### config.mk
export PLATFORM = sky130hd
export DESIGN_NAME = serial_word_assembler
export DESIGN_NICKNAME = d
export VERILOG_FILES = /design/src/rtl/swa_pkg.sv /design/src/rtl/swa_out_reg.sv /design/src/rtl/serial_word_assembler.sv
export SDC_FILE = /design/constraint.sdc
export NUM_CORES = 1
export LEC_CHECK = 0
export ABC_AREA = 1
export BUFFER_PORTS_ARGS = -buffer_cell sky130_fd_sc_hd__buf_4
export CORE_ASPECT_RATIO = 2
export CORE_MARGIN = 2
export CORE_UTILIZATION = 35
export CTS_BUF_LIST = sky130_fd_sc_hd__clkbuf_4
export CTS_CLUSTER_SIZE = 24
export DETAILED_ROUTE_END_ITERATION = 10
export PLACE_DENSITY = 0.64
export REMOVE_ABC_BUFFERS = 1
export SLEW_MARGIN = 20
export SYNTH_ARGS = -nofsm -noshare
export SYNTH_HDL_FRONTEND = slang
export SYNTH_SLANG_ARGS = --single-unit
### constraint.sdc
create_clock -name clk -period 1.4 [get_ports clk]
set_input_delay 0.21 -clock clk [delete_from_list [all_inputs] [get_ports clk]]
set_output_delay 0.21 -clock clk [all_outputs]
set_load 0.02 [all_outputs]
### src/rtl/swa_pkg.sv
// swa_pkg: shared constants and output-register state type for serial_word_assembler
package swa_pkg;
  localparam int SWA_DEFAULT_WIDTH = 8;
  localparam int SWA_COUNT_W = 16;
  typedef enum logic {SWA_EMPTY = 1'b0, SWA_FULL = 1'b1} swa_state_t;
endpackage

### src/rtl/swa_out_reg.sv
// swa_out_reg: WIDTH-bit holding register with valid/ready output handshake
module swa_out_reg
  import swa_pkg::*;
#(
  parameter int WIDTH = SWA_DEFAULT_WIDTH
) (
  input  logic             clk,
  input  logic             rst_n,
  input  logic             load,
  input  logic [WIDTH-1:0] load_data,
  input  logic             word_ready,
  output logic [WIDTH-1:0] word_out,
  output logic             word_valid
);
  swa_state_t state_q, state_d;
  always_ff @(posedge clk or negedge rst_n)
    if (!rst_n) state_q <= SWA_EMPTY;
    else state_q <= state_d;
  // a load in the same cycle as a consume keeps FULL, so back-to-back words have no bubble
  always_comb
    state_d = load ? SWA_FULL : (state_q == SWA_FULL && word_ready) ? SWA_EMPTY : state_q;
  always_comb word_valid = state_q == SWA_FULL;
  always_ff @(posedge clk or negedge rst_n)
    if (!rst_n) word_out <= '0;
    else if (load) word_out <= load_data;
endmodule

### src/rtl/serial_word_assembler.sv
// serial_word_assembler: LSB-first serial-to-parallel packer with handshaked word output
// Optional delivered-word counter port enabled by defining SWA_WORD_COUNT_EN.
module serial_word_assembler
  import swa_pkg::*;
#(
  parameter int WIDTH = SWA_DEFAULT_WIDTH
) (
  input  logic             clk,
  input  logic             rst_n,
  input  logic             bit_in,
  input  logic             bit_valid,
  output logic             bit_ready,
  input  logic             flush,
  output logic [WIDTH-1:0] word_out,
  output logic             word_valid,
  input  logic             word_ready
`ifdef SWA_WORD_COUNT_EN
  ,
  output logic [SWA_COUNT_W-1:0] word_count
`endif
);
  localparam int CNT_W = $clog2(WIDTH);
  localparam logic [CNT_W-1:0] LAST = CNT_W'(WIDTH - 1);
  logic [CNT_W-1:0] bit_cnt;
  logic [WIDTH-1:0] shift;
  logic at_last, bit_xfer, complete;
  assign at_last   = bit_cnt == LAST;
  // only the final bit of a word can stall; flush blocks acceptance so it wins over completion
  assign bit_ready = !flush && !(at_last && word_valid && !word_ready);
  assign bit_xfer  = bit_valid && bit_ready;
  assign complete  = bit_xfer && at_last;
  always_ff @(posedge clk or negedge rst_n)
    if (!rst_n) begin
      bit_cnt <= '0;
      shift   <= '0;
    end else if (flush) begin
      bit_cnt <= '0;
      shift   <= '0;
    end else if (bit_xfer) begin
      shift[bit_cnt] <= bit_in;
      bit_cnt        <= at_last ? '0 : bit_cnt + CNT_W'(1);
    end
  swa_out_reg #(.WIDTH(WIDTH)) u_out (
    .clk       (clk),
    .rst_n     (rst_n),
    .load      (complete),
    .load_data ({bit_in, shift[WIDTH-2:0]}),
    .word_ready(word_ready),
    .word_out  (word_out),
    .word_valid(word_valid)
  );
`ifdef SWA_WORD_COUNT_EN
  always_ff @(posedge clk or negedge rst_n)
    if (!rst_n) word_count <= '0;
    else if (complete) word_count <= word_count + SWA_COUNT_W'(1);
`endif
endmodule

==> results_dict.tcl <==
set metrics [dict create \
    maxCapViolCount 0 \
    die_w_um 41.51 \
    synth-seq-cells 19 \
    clock_path_buffers 2 \
    synth_top_area_cell "dfrtp_1" \
    startpoint_type "register" \
    endpoint "bit_ready" \
    place_hpwl_mm 1.574 \
    cp_slowest_stage_delay_ns 0.41 \
    cts-root-buf "clkbuf_4" \
    via_count 883 \
    die_area_um2 3279 \
    max_freq_mhz 622.0 \
    finalSetupTns_ns -1.491 \
    crit_top_cell "nor2_4" \
    synth_edf_count 0 \
    drive_above_1_share_pct 28.10 \
    fp.dieH_um 79.01 \
    crit_start "bit_cnt[0]$_DFFE_PN0P_" \
    crit_buf_inv 1 \
    finalHoldViolCount 0 \
    max_slew_margin_pct 79.85 \
    avgSynthCellArea_um2 7.941 \
    fin_ws_ns -0.2077 \
    nets 162 \
    outcome "complete, but fails checks" \
    reg2reg_from "bit_cnt[0]$_DFFE_PN0P_" \
    slowest_stage "dfrtp_1" \
    yosysWarnings 0 \
    io_buffers 15 \
    drt_iter0_drc 26 \
    cts-buffers-inserted 3 \
    gp_congestion 0.8057 \
    grt_max_degree 20 \
    slew_viol_final 0 \
    worst_setup_path_end_kind "output pin" \
    crit_required_ns 1.19 \
    ioPinCount 16 \
    core-area_um2 2703 \
    synthCells 124 \
    synthDistinctLibCells 16 \
    synth-main-ff-cell "dfrtp_1" \
    path_cells "ha_2, ha_4, nand2_4, nor2_4, nor2_4, buf_6" \
    grt_overflow 0 \
    h-tree-depth 1 \
    r2r_cells 10 \
    drc 0 \
    clk_pin_slew_worst_paths_ns 0.10 \
    worst_pin_slew_ns 0.3016 \
    fin_crit_sh_pct 114.8 \
    final_core_util_pct 48.84 \
    numClockSinks 19 \
    yosysMostFrequentCell "nand2_1" \
    std_cell_rows 27 \
    synth_commonest_cells "42 x nand2_1, 19 x dfrtp_1, 16 x nand3_1" \
    vias_per_cell 4.852 \
    synthToLayoutAreaGrowth_pct 34.05 \
    worst_skew_pair.late_latency_ns 0.28 \
    path_class "reg -> out" \
    syn-cell-area_um2 984.7 \
    synth_top_area_share_pct 48.28 \
    cp.arrival_ns 1.40 \
    antenna_found_initial 0 \
    rrSetupSlack_ns -0.17 \
    grtUsageTotal_pct 15.93 \
    ys_top_cells_by_area "dfrtp_1 48%, nand2_1 16%, nand3_1 8.1%, inv_1 5.0%, o21ai_0 4.1%" \
    ir_drop_uv 445.3 \
    cts_tree "yes" \
    fin_worst_skew_ns 0.0007497 \
    antenna_cells 0 \
    ant_nets 0 \
    fin_hold_ws_ns 0.2465 \
    p_per_area_nw_per_um2 789.5 \
    drt_wl_total_mm 2.345 \
    p_leak_nw 0.6700 \
    cp.depth 6 \
    period_minus_slack_ns 1.608 \
    path_delay_family "flip-flops" \
    async_flop_share_pct 100.0 \
    grt_first_pass_wirelength_mm 4.084 \
    grt_pass1_vias 912 \
    setup_violations 11 \
    path_max_fanout 2 \
    initial_utilization_pct 36.44 \
    hold_path.class "in -> reg" \
    wl_per_cell_um 12.88 \
    violations "negative setup slack" \
    rsz0062_at_grt "true" \
    seq_area_frac_synth_pct 48.28 \
    rr_endpoint "shift[2]$_DFFE_PN0P_" \
    drtPass1Iterations 4 \
]
-- worst min-delay path, cell delays in order --
cell,delay (ns)
buf_4,0.16
nand3_2,0.08
o21ai_1,0.05
-- cells in the final DEF (no fill, tap or decap), types with 2 or more instances in the layout --
cell type	instances
o21ai_1	3
nand4_1	3
dfrtp_1	19
clkbuf_4	4
nand2_1	40
nand4_4	2
buf_4	24
nor2_1	6
nand3_1	15
nor3_1	3
o21ai_0	7
inv_1	13
nor2_4	2
-- worst min-delay path by stage --
stage	startpoint	endpoint	slack [ns]	depth (start not counted)
2_1_floorplan	rst_n	bit_cnt[0]$_DFFE_PN0P_	-0.09	0
3_3_place_gp	rst_n	bit_cnt[0]$_DFFE_PN0P_	0.09	1
3_5_place_dp	rst_n	bit_cnt[0]$_DFFE_PN0P_	0.1	1
4_1_cts	bit_valid	bit_cnt[2]$_DFFE_PN0P_	0.26	3
5_1_grt	bit_valid	bit_cnt[2]$_DFFE_PN0P_	0.24	3
6_report	bit_valid	bit_cnt[2]$_DFFE_PN0P_	0.25	3
-- cells by family (layout without fill, tap and decap cells) --
kind of cell | after synthesis | in the layout | share of synthesized area, %
and+or+nand+nor | 73 | 75 | 33.04
buffers and inverters | 18 | 45 | 8.640
DFF | 19 | 19 | 48.29
adders and majority gates | 2 | 2 | 2.541
AOI/OAI and AO/OA | 12 | 12 | 7.497
-- layer usage --
layer  global-route usage (%)  routed length, um
met1                    14.49                850
met2                    34.53               1430
met3                   0.9091                 43
met4                    4.839                 21
met5                        0                  0
-- stage by stage --
step | worst slack (ns) | cells | area [um^2] | power (mW)
global placement | 0.0008245 | 170 | 1159 | 0.7372
global route | -0.2680 | 182 | 1320 | 1.105
detailed placement | -0.06333 | 170 | 1159 | 0.7436
finish | -0.2077 | 182 | 1320 | 1.042
floorplan | -0.2184 | 120 | 952.2 | 0.6672
CTS | -0.2512 | 178 | 1285 | 1.042
-- flip-flops by register name, summed over array words and instances (netlist names) --
register,count
u_out.word_valid,1
u_out.word_out,8
shift,7
bit_cnt,3
-- power breakdown --
group	internal [mW]	switching, mW	total [mW]
combinational	0.0729	0.109	0.182
sequential	0.564	0.0105	0.574
clock	0.130	0.156	0.286
total	0.766	0.276	1.04
-- repair_timing --
action                                  CTS  global route
hold buffers                              1             0
endpoints found under the setup margin   12            17
buffers inserted                          2             4
resized for setup                        13             1
gates cloned                              2             0
endpoints found under the hold margin    19             0
pin swaps                                 4             3
-- cell type report --
type / count / area (um^2)
tap: 29 / 36.28
clock buffer: 4 / 30.03
multi-input combinational: 89 / 504.2
fill: 276 / 1383
inverter: 14 / 52.55
timing repair buffer: 27 / 221.5
sequential: 19 / 475.5
Note: power is estimated with default switching activity, not from simulation.
